[src/rtl/mult_pkg.sv]
// ============================================================================
// Module      : mult_pkg
// Description : Shared state encoding and default sizing for the 4:2
//               compressor accumulator.
// Revision    : 1.0 - initial release
// ============================================================================
`default_nettype none

package mult_pkg;

    localparam int DEF_WIDTH = 16;
    localparam int DEF_BEATS = 4;

    typedef enum logic [1:0] {
        ST_IDLE = 2'd0,
        ST_ACC  = 2'd1,
        ST_DONE = 2'd2
    } acc_state_t;

endpackage : mult_pkg

`default_nettype wire

[src/rtl/compressor_4_2.sv]
// ============================================================================
// Module      : compressor_4_2
// Description : One-bit 4:2 compressor built from two cascaded full adders.
// Revision    : 1.0 - initial release
// ============================================================================
`default_nettype none

module compressor_4_2 (
    input  logic i0,
    input  logic i1,
    input  logic i2,
    input  logic i3,
    input  logic ci,
    output logic co,
    output logic c,
    output logic d
);

    logic w_x;

    // co depends only on i0..i2, so the ci->co path never ripples across a row.
    assign w_x = i0 ^ i1 ^ i2;
    assign co  = (i0 & i1) | (i0 & i2) | (i1 & i2);
    assign d   = w_x ^ i3 ^ ci;
    assign c   = (w_x & i3) | (w_x & ci) | (i3 & ci);

endmodule : compressor_4_2

`default_nettype wire

[src/rtl/compressor_4_2_acc.sv]
// ============================================================================
// Module      : compressor_4_2_acc
// Description : Frame accumulator keeping a redundant (sum, carry) total of
//               BEATS operand pairs, resolved by one final adder.
// Revision    : 1.0 - initial release
// ============================================================================
`default_nettype none

module compressor_4_2_acc
    import mult_pkg::*;
#(
    parameter int WIDTH = DEF_WIDTH,
    parameter int BEATS = DEF_BEATS
) (
    input  logic             sys_clk,
    input  logic             sys_rst_n,
    input  logic             clr,
    input  logic             in_valid,
    output logic             in_ready,
    input  logic [WIDTH-1:0] in_a,
    input  logic [WIDTH-1:0] in_b,
    output logic             out_valid,
    input  logic             out_ready,
    output logic [WIDTH-1:0] out_sum,
    output logic [WIDTH-1:0] out_carry,
    output logic [WIDTH-1:0] out_result
);

    localparam int               CNT_W   = $clog2(BEATS + 1);
    localparam logic [CNT_W-1:0] C_BEATS = CNT_W'(BEATS);
    localparam logic [CNT_W-1:0] C_ONE   = CNT_W'(1);

    acc_state_t       state_q, state_d;
    logic [CNT_W-1:0] cnt_q, cnt_d;
    logic [WIDTH-1:0] s_q, s_d;
    logic [WIDTH-1:0] c_q, c_d;
    logic             rdy_q;

    logic [WIDTH-1:0] w_s_in;
    logic [WIDTH-1:0] w_c_in;
    logic [WIDTH-1:0] w_co;
    logic [WIDTH-1:0] w_cy;
    logic [WIDTH-1:0] w_d;
    logic [WIDTH-1:0] w_c_new;
    logic             w_accept;
    logic             unused_carry;

    // A frame's first beat starts from zero, whatever the registers still hold.
    assign w_s_in = (state_q == ST_IDLE) ? '0 : s_q;
    assign w_c_in = (state_q == ST_IDLE) ? '0 : c_q;

    for (genvar gi = 0; gi < WIDTH; gi++) begin : g_col
        logic w_ci;
        if (gi == 0) begin : g_lsb
            assign w_ci = 1'b0;
        end else begin : g_mid
            assign w_ci = w_co[gi-1];
        end

        compressor_4_2 u_cell (
            .i0 (w_s_in[gi]),
            .i1 (w_c_in[gi]),
            .i2 (in_a[gi]),
            .i3 (in_b[gi]),
            .ci (w_ci),
            .co (w_co[gi]),
            .c  (w_cy[gi]),
            .d  (w_d[gi])
        );
    end

    // Carries leaving the top column have weight 2^WIDTH and vanish modulo 2^WIDTH.
    assign w_c_new      = {w_cy[WIDTH-2:0], 1'b0};
    assign unused_carry = w_co[WIDTH-1] ^ w_cy[WIDTH-1];

    assign in_ready  = rdy_q && (state_q != ST_DONE);
    assign out_valid = (state_q == ST_DONE);
    assign w_accept  = in_valid && in_ready && !clr;

    always_comb begin
        state_d = state_q;
        cnt_d   = cnt_q;
        s_d     = s_q;
        c_d     = c_q;

        if (clr) begin
            state_d = ST_IDLE;
            cnt_d   = '0;
            s_d     = '0;
            c_d     = '0;
        end else begin
            case (state_q)
                ST_IDLE: begin
                    if (w_accept) begin
                        s_d     = w_d;
                        c_d     = w_c_new;
                        cnt_d   = C_ONE;
                        state_d = (BEATS == 1) ? ST_DONE : ST_ACC;
                    end
                end
                ST_ACC: begin
                    if (w_accept) begin
                        s_d   = w_d;
                        c_d   = w_c_new;
                        cnt_d = cnt_q + C_ONE;
                        if ((cnt_q + C_ONE) == C_BEATS) begin
                            state_d = ST_DONE;
                        end
                    end
                end
                ST_DONE: begin
                    if (out_ready) begin
                        state_d = ST_IDLE;
                        cnt_d   = '0;
                    end
                end
                default: begin
                    state_d = ST_IDLE;
                    cnt_d   = '0;
                end
            endcase
        end
    end

    always_ff @(posedge sys_clk or negedge sys_rst_n) begin
        if (!sys_rst_n) begin
            state_q <= ST_IDLE;
            cnt_q   <= '0;
            s_q     <= '0;
            c_q     <= '0;
            rdy_q   <= 1'b0;
        end else begin
            state_q <= state_d;
            cnt_q   <= cnt_d;
            s_q     <= s_d;
            c_q     <= c_d;
            rdy_q   <= 1'b1;
        end
    end

    assign out_sum    = s_q;
    assign out_carry  = c_q;
    assign out_result = s_q + c_q;

endmodule : compressor_4_2_acc

`default_nettype wire

[config.mk]
export PLATFORM = sky130hd
export DESIGN_NAME = compressor_4_2_acc
export DESIGN_NICKNAME = d
export VERILOG_FILES = /design/src/rtl/mult_pkg.sv /design/src/rtl/compressor_4_2.sv /design/src/rtl/compressor_4_2_acc.sv
export SDC_FILE = /design/constraint.sdc
export NUM_CORES = 1
export LEC_CHECK = 0
export ABC_AREA = 1
export CAP_MARGIN = 20
export CORE_ASPECT_RATIO = 1.4
export CORE_MARGIN = 5
export CORE_UTILIZATION = 48
export CTS_BUF_LIST = sky130_fd_sc_hd__clkbuf_8
export CTS_CLUSTER_DIAMETER = 50
export CTS_CLUSTER_SIZE = 20
export DETAILED_ROUTE_END_ITERATION = 6
export GPL_TIMING_DRIVEN = 0
export MAX_ROUTING_LAYER = met4
export PLACE_DENSITY_LB_ADDON = 0.3
export REMOVE_ABC_BUFFERS = 1
export SETUP_SLACK_MARGIN = 0.05
export SYNTH_ARGS = -nofsm -noshare
export SYNTH_HDL_FRONTEND = slang
export SYNTH_HIERARCHICAL = 1
export SYNTH_SLANG_ARGS = --single-unit
[constraint.sdc]
create_clock -name sys_clk -period 2.25 [get_ports sys_clk]
set_clock_uncertainty 0.1 [all_clocks]
set_input_delay 0.225 -clock sys_clk [delete_from_list [all_inputs] [get_ports sys_clk]]
set_output_delay 0.225 -clock sys_clk [all_outputs]
set_load 0.005 [all_outputs]
# After elaboration in Yosys (flattened, before gate mapping)
# Index checks and enable logic that the tools add are counted.
[word_totals]
wordCells = 254
input_bits = 37
register_bits = 38
[op_classes]
n_bitwise = 209
n_mux = 19
n_addsub = 2
eq_ne = 8
reduce_logical = 11
[ops]
columns = ["operator", "count"]
rows = [
  ["16-bit 2-to-1 mux", 8],
  ["1-bit AND", 88],
  ["1-bit bitwise XOR", 63],
  ["1-bit bitwise OR", 58],
  ["16-bit adder", 1],
  ["3-bit 2-to-1 mux", 4],
  ["2-bit 2-to-1 mux", 5],
  ["3-bit != test, second input constant", 3],
  ["3-bit case mux with 3 select lines", 1],
  ["2-bit case mux with 3 select lines", 1],
  ["4-bit AND reduction", 1],
  ["2-bit nonzero test", 2],
  ["3-bit by 1-bit adder with 3-bit output, second input constant", 1],
  ["3-bit == test, second input constant", 1],
  ["1-bit logical AND", 3],
  ["3-bit by 2-bit != test with 1-bit output, second input constant", 1],
  ["3-bit AND reduction", 1],
  ["2-bit by 1-bit == test with 1-bit output, second input constant", 1],
  ["2-bit == test, second input constant", 1],
  ["2-bit logical NOT", 1],
  ["2-bit != test, second input constant", 1],
  ["2-bit AND reduction", 1],
  ["2-bit OR reduction", 1],
  ["1-bit logical NOT", 1],
]

# Longest topological paths before layout
# Gate-level depths: netlist of run 1.
[depth]
ltp_word = 11
mapped_depth = 11

# Cells and area by module
# The synthesis of run 1 kept the hierarchy.
[modules_own_cells]
columns = ["mod", "area_per_inst_um2", "n_inst", "cells_per_inst"]
rows = [
  ["compressor_4_2_acc", 2651.3, 1, 398],
  ["compressor_4_2", 70.1, 16, 10],
]

# Worst setup path after synthesis of run 1
# OpenSTA, ideal clock, no wires.
[synth_timing]
kind = "reg2reg"
start = "register state_q[1]"
end = "register s_q[6] (netlist: out_sum[6])"
synth_period_minus_slack_ns = 2.292
path_stages_with_launch = 10
arrival_time_ns = 2.075
path_buffers = 1
slack_ns = -0.042
cell_sequence = "dfrtp_1 > nor2_1 > clkbuf_1 > nor2_1 > inv_1 > fa_1 > fa_1 > inv_1 > nand2_2 > nand2_1"
[synth_between]
elab_chain_cells = 9
word_cells_on_any_way = 24
[synth_lines]
columns = ["item", "line", "rtl"]
rows = [
  ["start, declared", "compressor_4_2_acc.sv:33", "acc_state_t state_q, state_d;"],
  ["start signal, assigned", "compressor_4_2_acc.sv:133", "state_q <= state_d;"],
  ["2-bit logical NOT", "compressor_4_2_acc.sv:50", "assign w_c_in = (state_q == ST_IDLE) ? '0 : c_q;"],
  ["16-bit 2-to-1 mux", "compressor_4_2_acc.sv:50", ""],
  ["net w_c_in[6]", "compressor_4_2_acc.sv:40", "logic [WIDTH-1:0] w_c_in;"],
  ["1-bit bitwise XOR (2 in a row)", "compressor_4_2.sv:22", "assign w_x = i0 ^ i1 ^ i2;"],
  ["1-bit bitwise XOR (2 in a row)", "compressor_4_2.sv:24", "assign d = w_x ^ i3 ^ ci;"],
  ["net w_d[6]", "compressor_4_2_acc.sv:43", "logic [WIDTH-1:0] w_d;"],
  ["16-bit 2-to-1 mux", "compressor_4_2_acc.sv:94, compressor_4_2_acc.sv:102", ""],
  ["16-bit 2-to-1 mux", "n/a", ""],
  ["16-bit 2-to-1 mux", "compressor_4_2_acc.sv:86", "if (clr) begin"],
  ["end signal, assigned", "compressor_4_2_acc.sv:129", "s_q <= '0;"],
  ["end signal, assigned", "compressor_4_2_acc.sv:135", "s_q <= s_d;"],
  ["end, declared", "compressor_4_2_acc.sv:35", "logic [WIDTH-1:0] s_q, s_d;"],
]
# The timed path passes the listed nets, and every way through them passes these cells. The select of a mux whose other input is x is not followed.
# A chain may end at the register's enable or synchronous reset.

# Final worst setup path of run 1
[layout_timing]
start = "register s_q[5] (netlist: out_sum[5])"
end = "output out_result[14]"
[layout_between]
elab_chain_cells = 1
[layout_lines]
columns = ["item", "line", "rtl"]
rows = [
  ["16-bit adder", "compressor_4_2_acc.sv:143", "assign out_result = s_q + c_q;"],
  ["end, declared", "compressor_4_2_acc.sv:26", "output logic [WIDTH-1:0] out_result"],
]
# No other way between the ends.

==> results of run 1 <==
==> what timing repair did <==
item,4_1_cts,5_1_grt
hold buffers,1,0
setup buffers,26,6
pin swaps,8,13
resized for setup,76,42
gates cloned,0,0
hold endpoints to repair,37,0
setup endpoints to repair,45,26
==> stage by stage <==
| stage | utilization (%) | hold WS (ns) | total power, mW | std cells | TNS, ns |
|---|---|---|---|---|---|
| after floorplan | - | -0.171 | 1.46 | 547 | -17.70 |
| after global placement | 60.6 | 0.392 | 1.95 | 732 | -44.17 |
| after detailed placement | 61.1 | 0.284 | 2.04 | 734 | -12.21 |
| after CTS | 67.8 | 0.427 | 2.71 | 768 | -0.410 |
| after global routing | 69.2 | 0.454 | 2.97 | 774 | -1.06 |
| final | 69.2 | 0.422 | 2.77 | 774 | -0.283 |
==> tightest hold or removal path, stage by stage (launching register included) <==
cell	delay, ns
dfrtp_1	0.36
nand2_1	0.06
o21ai_0	0.06
==> worst paths after layout <==
kind | from | end | slack [ns] | cells past startpoint
max | out_sum[5] | out_result[14] | -0.06 | 11
min | cnt_q[2] | cnt_q[2] | 0.42 | 2
max reg2reg | state_q[1] | out_sum[3] | -0.01 | 9
min reg2reg | cnt_q[2] | cnt_q[2] | 0.42 | 2
max in group asynchronous | sys_rst_n | out_sum[11] | 0.95 | 2
min in group asynchronous | sys_rst_n | out_carry[3] | 0.49 | 2
==> power breakdown <==
part | internal [mW] | leakage (nW) | switching [mW]
Combinational | 0.695 | 2.29 | 0.756
Clock | 0.239 | 0.0485 | 0.245
Sequential | 0.745 | 0.485 | 0.0918
==> registers in the layout, indices dropped and copies added (netlist names) <==
| name | cells |
|---|---|
| state_q | 2 |
| out_sum | 16 |
| cnt_q | 3 |
| rdy_q | 1 |
| out_carry | 15 |
==> layer usage <==
metal  up-vias  global-route usage, %  wire [µm]
met5         -                      -          0
met4         0                   7.71        306
met3        31                   3.23        397
met2       106                   39.5       5400
met1      1640                   22.7       3810
li1       1762                      -          -
==> cell type report <==
type / instances / area share [%]
Multi-Input combinational cell: 319 / 43.8
Sequential cell: 37 / 17.7
Clock buffer: 6 / 1.55
Tap cell: 100 / 2.35
Inverter: 191 / 13.5
Timing Repair Buffer: 120 / 21.1
Clock inverter: 1 / 0.0705
==> metrics, run 1 <==
run status=finished, violations left; failing checks=setup timing; core area=between 7000 and 8000 µm²; RSZ-0062 raised after global routing=yes; FMAX=around 430 MHz; layout cells sized above 1=20.2%; Filler cells=638; Port Buffer Count=85; commonest non-fill, non-tap cell in the layout=inv_1; Die Y=115 µm; slowest stage cell, crit path=dfrtp_2; commonest non-fill, non-tap cells in the layout=183 x inv_1, 153 x nand2_1, 70 x clkdlybuf4s50_1; post-route cell area=roughly 5300 µm²; Die Wd=84.9 µm; type of origin of the critical path=register; VDD IR max=a little under 0.7 mV; Lkg Pwr=approximately 2.8 nW; cell mode on critical path=nand2_1; hpwl dp=roughly 6800 µm; DRT iter0 DRCs=212; GRT Overall Usage=a little over a fifth; first-pass iteration count of the detailed router=4; number of global-route vias before repair=approximately 3700; final wirelength=9910 µm; post-DR vias/cell=between 4 and 5; vias post-DR=roughly 3500; count of max-cap constraint violations=0; CTS tree=built; register area=~940 µm²; grt total ovfl=0; Critical Path AT=slightly below 2 ns; PD cells=between 500 and 600 nW/µm²; final hold violations=0; first-pass GRT wire length=16400 µm; GP Congestion=about 0.86; Diodes inserted=0; Clock Pin Slew Worst Setup and Hold Paths=roughly 0.070 ns; crit path time final=about 2.3 ns; Cell Rows=38; Slew HR=between 40% and 50%; Buf/Inv on CP=2; worst-margin pin slew=0.874 ns; Initial Util=between 40% and 50%; multi-input logic area=roughly 2300 µm²; TritonCTS buffer count=5; CP max stage delay=0.44 ns; pin count of the biggest net entering global routing=38; initial antenna violation count=0; CTS root buffer=clkbuf_8; Mapped Cells=around 560; critical path class=reg -> out; critical-path cell list=ha_4 > nand2_2 > nor2_1 > nand2_1 > nand3_2 > buf_4 > nand2_1 > nand2_1 > nand2_1 > nand2_1 > dlygate4sd2_1; H-tree depth=2; I/O pins=87; nets=between 700 and 800; wire length per cell=between 10 and 15 µm; crit share post-route=103%; Slew Viols, Final=0; count of final setup violators=7; Area Growth Syn to Fin=41.5%; Clock Latency Late Sink=just under 0.3 ns; family with the most delay on the worst path=simple AND/OR/NAND/NOR gates; crit-path max FO=4; worst slack at placement=-0.495 ns; Post-Syn Area=3760 µm²; clk sinks=37; CTS Buffer Depth=2; Post-DP Area=between 4000 and 5000 µm²; Syn. warnings=6; type of the most critical hold path=reg -> reg; DRC Markers=0; Critical Path RT=1.92 ns; post-route ant nets=0; Worst Setup End Kind=output port; die footprint=9740 µm²; post-route setup slack=-0.0578 ns; synthesized area per cell=~6.8 µm²
Power figures use the tool's default switching activity.
==> inputs of run 2 (changes only) <==
Settings changed: CTS_CLUSTER_DIAMETER 50 to default, GPL_TIMING_DRIVEN 0 to 1, MAX_ROUTING_LAYER met4 to default.
==> run 2 against run 1 <==
Effect of this change: sequential share of layout area down 1.1 points; critical path type unchanged; the flow still finishes with violations (setup timing); cell count rose by 3.2%; sequential cell count is the same; combinational power grew 7%; routed wire length increased by 5.8%; sequential power decreased by 2.4%; global-route usage fell by 0.25 points; cell area is 4.8% higher; die area unchanged.
==> metrics, run 2 (same netlist as run 1, synthesis figures left out) <==
VDD IR max=~0.58 mV; run status=finished, violations left; DRC Markers=0; Die Wd=~85 µm; Slew Viols, Final=0; GRT Overall Usage=a little over a fifth; DRT iter0 DRCs=around 210; wire length per cell=roughly 13 µm; type of origin of the critical path=register; cell total after placement=approximately 780; post-route ant nets=0; I/O pins=87; nets=between 700 and 800; RSZ-0062 raised after global routing=yes; Critical Path AT=around 2.0 ns; post-layout util=approximately 72%; pin count of the biggest net entering global routing=38; core area=just under 8000 µm²; CTS Buffer Depth=2; post-DR vias/cell=approximately 4.7; Diodes inserted=0; worst-margin pin slew=0.860 ns; max reg flops=16; Die Y=roughly 110 µm; commonest non-fill, non-tap cells in the layout=183 x inv_1, 144 x nand2_1, 70 x clkdlybuf4s50_1; grt total ovfl=0; first-pass GRT wire length=roughly 17000 µm; worst slack at placement=-0.234 ns; FMAX=424 MHz; CTS tree=built; Worst Setup End Kind=output port; critical path class=reg -> out; count of final setup violators=6; Critical Path RT=about 1.9 ns; Slew HR=a little over two fifths; final wirelength=about 10000 µm; initial antenna violation count=0; Hold Worst Slack=~0.43 ns; final cell count without fillers=799; Total Power=~3.0 mW; final hold violations=0; Cell Rows=38; Clock Latency Late Sink=between 0.2 and 0.3 ns; H-tree depth=2; Filler cells=approximately 600; Area Growth Syn to Fin=48.3%; vias post-DR=approximately 3700; Initial Util=between 40% and 50%; crit-path max FO=3; failing checks=setup timing; number of global-route vias before repair=just under 4000; clk sinks=37; multi-input logic area=2400 µm²; count of max-cap constraint violations=0; type of the most critical hold path=reg -> reg; commonest non-fill, non-tap cell in the layout=inv_1; GP Congestion=between 0.8 and 0.9; PD cells=535 nW/µm²; post-route setup slack=-0.111 ns; TritonCTS buffer count=5; Lkg Pwr=about 3 nW; hpwl dp=7240 µm; crit path time final=between 2 and 2.5 ns; Clock Pin Slew Worst Setup and Hold Paths=0.08 ns; first-pass iteration count of the detailed router=4; Port Buffer Count=between 80 and 90; register area=927 µm²; die footprint=just under 10000 µm²; CTS root buffer=clkbuf_8; crit share post-route=105%; layout cells sized above 1=23.7%
## run 2: cell count changes in the layout (fill, tap and decap cells not counted), moves of 3 or more
cell     delta
xor2_2      +3
buf_4      +22
nor2_1      -3
nand2_4     +3
dfrtp_1    +11
dfrtp_2    -11
nand2_1     -9
buf_2       +3
xor2_1      -3
nand2_2     +6
## run 2: per-layer routing
metal	vias up	track usage [%]	wire length, µm
met5	-	0	0
met4	0	7.71	337
met3	31	3.15	382
met2	98	40.8	5940
met1	1806	22.8	3820
li1	1807	-	-
## run 2: where the power goes
part / switching (mW) / internal, mW / leakage, nW
Sequential: 0.0774 / 0.739 / 0.502
Combinational: 0.794 / 0.754 / 2.45
Clock: 0.260 / 0.361 / 0.0574
Total: 1.13 / 1.85 / 3.01
## run 2: path summary, 6_finish.rpt
kind,startpoint,to,slack [ns],cells past startpoint
setup / recovery,out_sum[1],out_result[13],-0.11,9
setup reg to reg,state_q[0],out_sum[2],0.05,9
min in group asynchronous,sys_rst_n,out_sum[9],0.49,2
hold reg to reg,cnt_q[2],cnt_q[2],0.43,2
max in group asynchronous,sys_rst_n,out_carry[2],0.97,2
hold / removal,cnt_q[2],cnt_q[2],0.43,2
## run 2: repair_timing
action	in CTS	in global routing
resized for setup	65	65
setup endpoints to repair	27	29
hold endpoints to repair	37	0
buffers inserted	9	5
pin swaps	12	17
hold buffers	1	0
## run 2: cell type report
type | instances | share of cell area, %
Inverter | 191 | 12.8
Timing Repair Buffer | 144 | 23.2
Tap cell | 100 | 2.24
Clock buffer | 6 | 1.48
Multi-Input combinational cell | 319 | 43.0
Sequential cell | 37 | 16.6
Clock inverter | 2 | 0.672
## run 2: critical path: stages (launching register included)
cell,delay [ns]
dfrtp_1,0.39
ha_2,0.20
fa_2,0.37
nand2_2,0.11
a21oi_2,0.09
nand3_2,0.10
nand3_1,0.08
nand2_1,0.07
nand2_1,0.07
dlygate4sd2_1,0.27
## run 2: per-stage QoR
stage               setup TNS, ns  area (µm²)
floorplan                  -17.70        3690
global placement           -0.786        5030
detailed placement          -1.17        5030
CTS                        -0.680        5410
global route                -1.20        5580
finish                     -0.376        5580
==> inputs of run 3 (changes only) <==
Settings changed: CORE_UTILIZATION 48 to 46, SYNTH_HIERARCHICAL 1 to default.
Clock period 2.25 ns to 1.9 ns, I/O delays scaled along.
==> run 3 against run 2 <==
Effect of this change: the flow still finishes with violations (setup timing); area after synthesis decreased by 16%; clock power decreased by 2%; critical path depth decreased by 1; cell count decreased by 16%; register-to-register slack got worse by 0.61 ns; sequential cell count unchanged; global-route usage increased by 7.4 points; sequential share of layout area decreased by 0.22 points; critical endpoint is now out_result[9]; highest routed layer unchanged.
==> metrics, run 3 <==
run status=finished, violations left; failing checks=setup timing; post-route ant nets=0; most frequent cells after synthesis=122 x nand2_1, 69 x inv_1, 46 x nor2_1, 37 x dfrtp_1, 29 x fa_1; final wirelength=about 15000 µm; Synth area leader=dfrtp_1; Clock Latency Late Sink=between 0.3 and 0.4 ns; Critical Path RT=roughly 1.6 ns; first-pass GRT wire length=approximately 19000 µm; Critical Path AT=between 2 and 2.5 ns; Switch Pwr=1.03 mW; FMAX=401 MHz; layout cells sized above 1=a little over two fifths; DRT iter0 DRCs=roughly 430; crit share post-route=131%; GP Congestion=~0.85; largest family of logic cells by synthesized area=adder cells; Initial Util=a little under half; type of the most critical hold path=in -> async; Mapped Cells=412; Synth Area in Adders=approximately 25%; Port Buffer Count=between 80 and 90; Diodes inserted=0; CTS tree=built; global routing's busiest layer=met2; max reg flops=16; first-pass iteration count of the detailed router=7; GRT Overall Usage=28.4%; vias post-DR=3897; die footprint=8660 µm²; I/O pins=87; pin count of the biggest net entering global routing=31; Clock Pin Slew Worst Setup and Hold Paths=around 0.090 ns; post-route setup slack=-0.594 ns; post-DR vias/cell=5.82; PD cells=approximately 500 nW/µm²; Filler cells=around 330; crit path time final=approximately 2.5 ns; top-area cell type share of the netlist area=29.2%; Netlist cell types=24; Sequential Power Share=31.3%; Post-Syn Area=3170 µm²; Global Route met2 Usage=around 51%; TritonCTS buffer count=5; flops & latches, synth=37; VDD IR max=roughly 0.32 mV; core area=around 6700 µm²; global-route met1 utilization=slightly above 30%; top-count cell post-synth=nand2_1; Die Wd=roughly 80 µm; power share of the clock group=a little over a fifth; Net Sw Frac=a little over a third; commonest non-fill, non-tap cells in the layout=83 x nand2_1, 68 x clkdlybuf4s50_1, 66 x inv_1; RSZ-0062 raised after global routing=yes; crit-path max FO=3; Reg2Reg Depth=8; final cell count without fillers=670; count of max-cap constraint violations=0; simple logic cell fraction of the synthesized area=between 20 and 30%; Compound-Gate Fraction of Synth Area=6.13%; CTS Buffer Depth=2; Slew Viols, Final=0; Gate power share=between 40% and 50%; xor/xnor share of the synthesized area=about 3.0%; Reg-to-Reg Start=state_q[1]; synthesized area per cell=between 7 and 8 µm²; register area share after synthesis=between 20 and 30%; commonest non-fill, non-tap cell in the layout=nand2_1; nets=about 660; critical path class=reg -> out; Worst Setup End Kind=output port; post-route cell area=between 5000 and 6000 µm²; CTS root buffer=clkbuf_8; Die Y=between 100 and 150 µm; Area contributors post-synth=dfrtp_1 29%, fa_1 18%, nand2_1 14%; top_reg_cell synth=dfrtp_1; Post-synth EDFFs=0; Syn. warnings=0; P_int=1.79 mW; Post-DP Area=4490 µm²; mux cell area share after synthesis=0%; Lkg Pwr=2.70 nW; cell total after placement=631; H-tree depth=2; grt total ovfl=0; reg2reg setup slack=-0.56 ns; Cell Rows=35; count of final setup violators=43; number of global-route vias before repair=approximately 3800; clk sinks=37; initial antenna violation count=0; worst slack at placement=-0.481 ns; DRC Markers=0; Reg2Reg Capture Point=out_sum[1]; wire length per cell=about 22 µm; Global Route met3 Usage=under 10%; Hold Worst Slack=between 0.2 and 0.3 ns; Setup TNS Final=-15.01 ns; hpwl dp=6730 µm; Area Growth Syn to Fin=78.4%; type of origin of the critical path=register; final hold violations=0; Post-synth ARST share=100%
## run 3: cell type report
type                            instances  area (µm²)  share of cell area, %
Clock buffer                            6        82.6                   1.46
Clock inverter                          1        3.75                 0.0665
Inverter                               69         264                   4.67
Multi-Input combinational cell        295        2680                   47.4
Sequential cell                        37         926                   16.4
Tap cell                               92         115                   2.04
Timing Repair Buffer                  170        1580                   28.0
## run 3: per-stage QoR
stage / total power [mW] / util (%)
2_1_floorplan: 1.21 / -
3_3_place_gp: 1.68 / 67.4
3_5_place_dp: 1.71 / 67.4
4_1_cts: 2.55 / 78.3
5_1_grt: 2.91 / 84.8
6_report: 2.82 / 84.8
## run 3: worst max-delay path, cell delays in order (launching register included)
cell and delay [ns]:
dfrtp_1 0.42, ha_2 0.22, fa_2 0.45, nand3_2 0.11
nand3_4 0.09, buf_6 0.15, a21oi_4 0.18, xnor2_2 0.13
buf_2 0.13
## run 3: cell families (layout without fill, tap and decap cells)
kind of cell,after synthesis,in the layout
other,2,2
AO/OA/AOI/OAI,38,38
adder cells (fa/ha/maj),47,47
flip-flops,37,37
buffers and inverters,80,246
AND/OR/NAND/NOR,197,197
XOR/XNOR,11,11
## run 3: worst max path at each step
| stage | from | to |
|---|---|---|
| 6_report | out_sum[1] | out_result[9] |
| 5_1_grt | out_sum[1] | out_result[9] |
| 4_1_cts | out_carry[1] | out_result[9] |
| 3_5_place_dp | out_sum[1] | out_result[9] |
| 3_3_place_gp | out_sum[1] | out_result[9] |
| 2_1_floorplan | state_q[0] | out_sum[10] |
## run 3: what timing repair did
action | CTS | global route
gates cloned | 3 | 0
buffers inserted | 16 | 15
endpoints found under the hold margin | 16 | 0
gates resized for setup | 188 | 86
pin swaps | 62 | 52
hold buffers | 1 | 0
setup endpoints to repair | 44 | 47
## run 3: power groups by stage
stage / Clock [mW] / Combinational [mW] / Sequential (mW)
final: 0.605 / 1.34 / 0.884
after detailed placement: 0 / 0.831 / 0.878
after CTS: 0.567 / 1.11 / 0.877
after global placement: 0 / 0.803 / 0.875
after floorplan: 0 / 0.319 / 0.888
after global routing: 0.629 / 1.39 / 0.886
## run 3: layer usage
metal / vias up / share of wire, % / wire length [µm]
met1: 1860 / 31 / 4620
met3: 134 / 8.9 / 1340
met5: - / 0 / 0
met2: 327 / 50 / 7590
met4: 0 / 9.8 / 1480
li1: 1576 / - / -
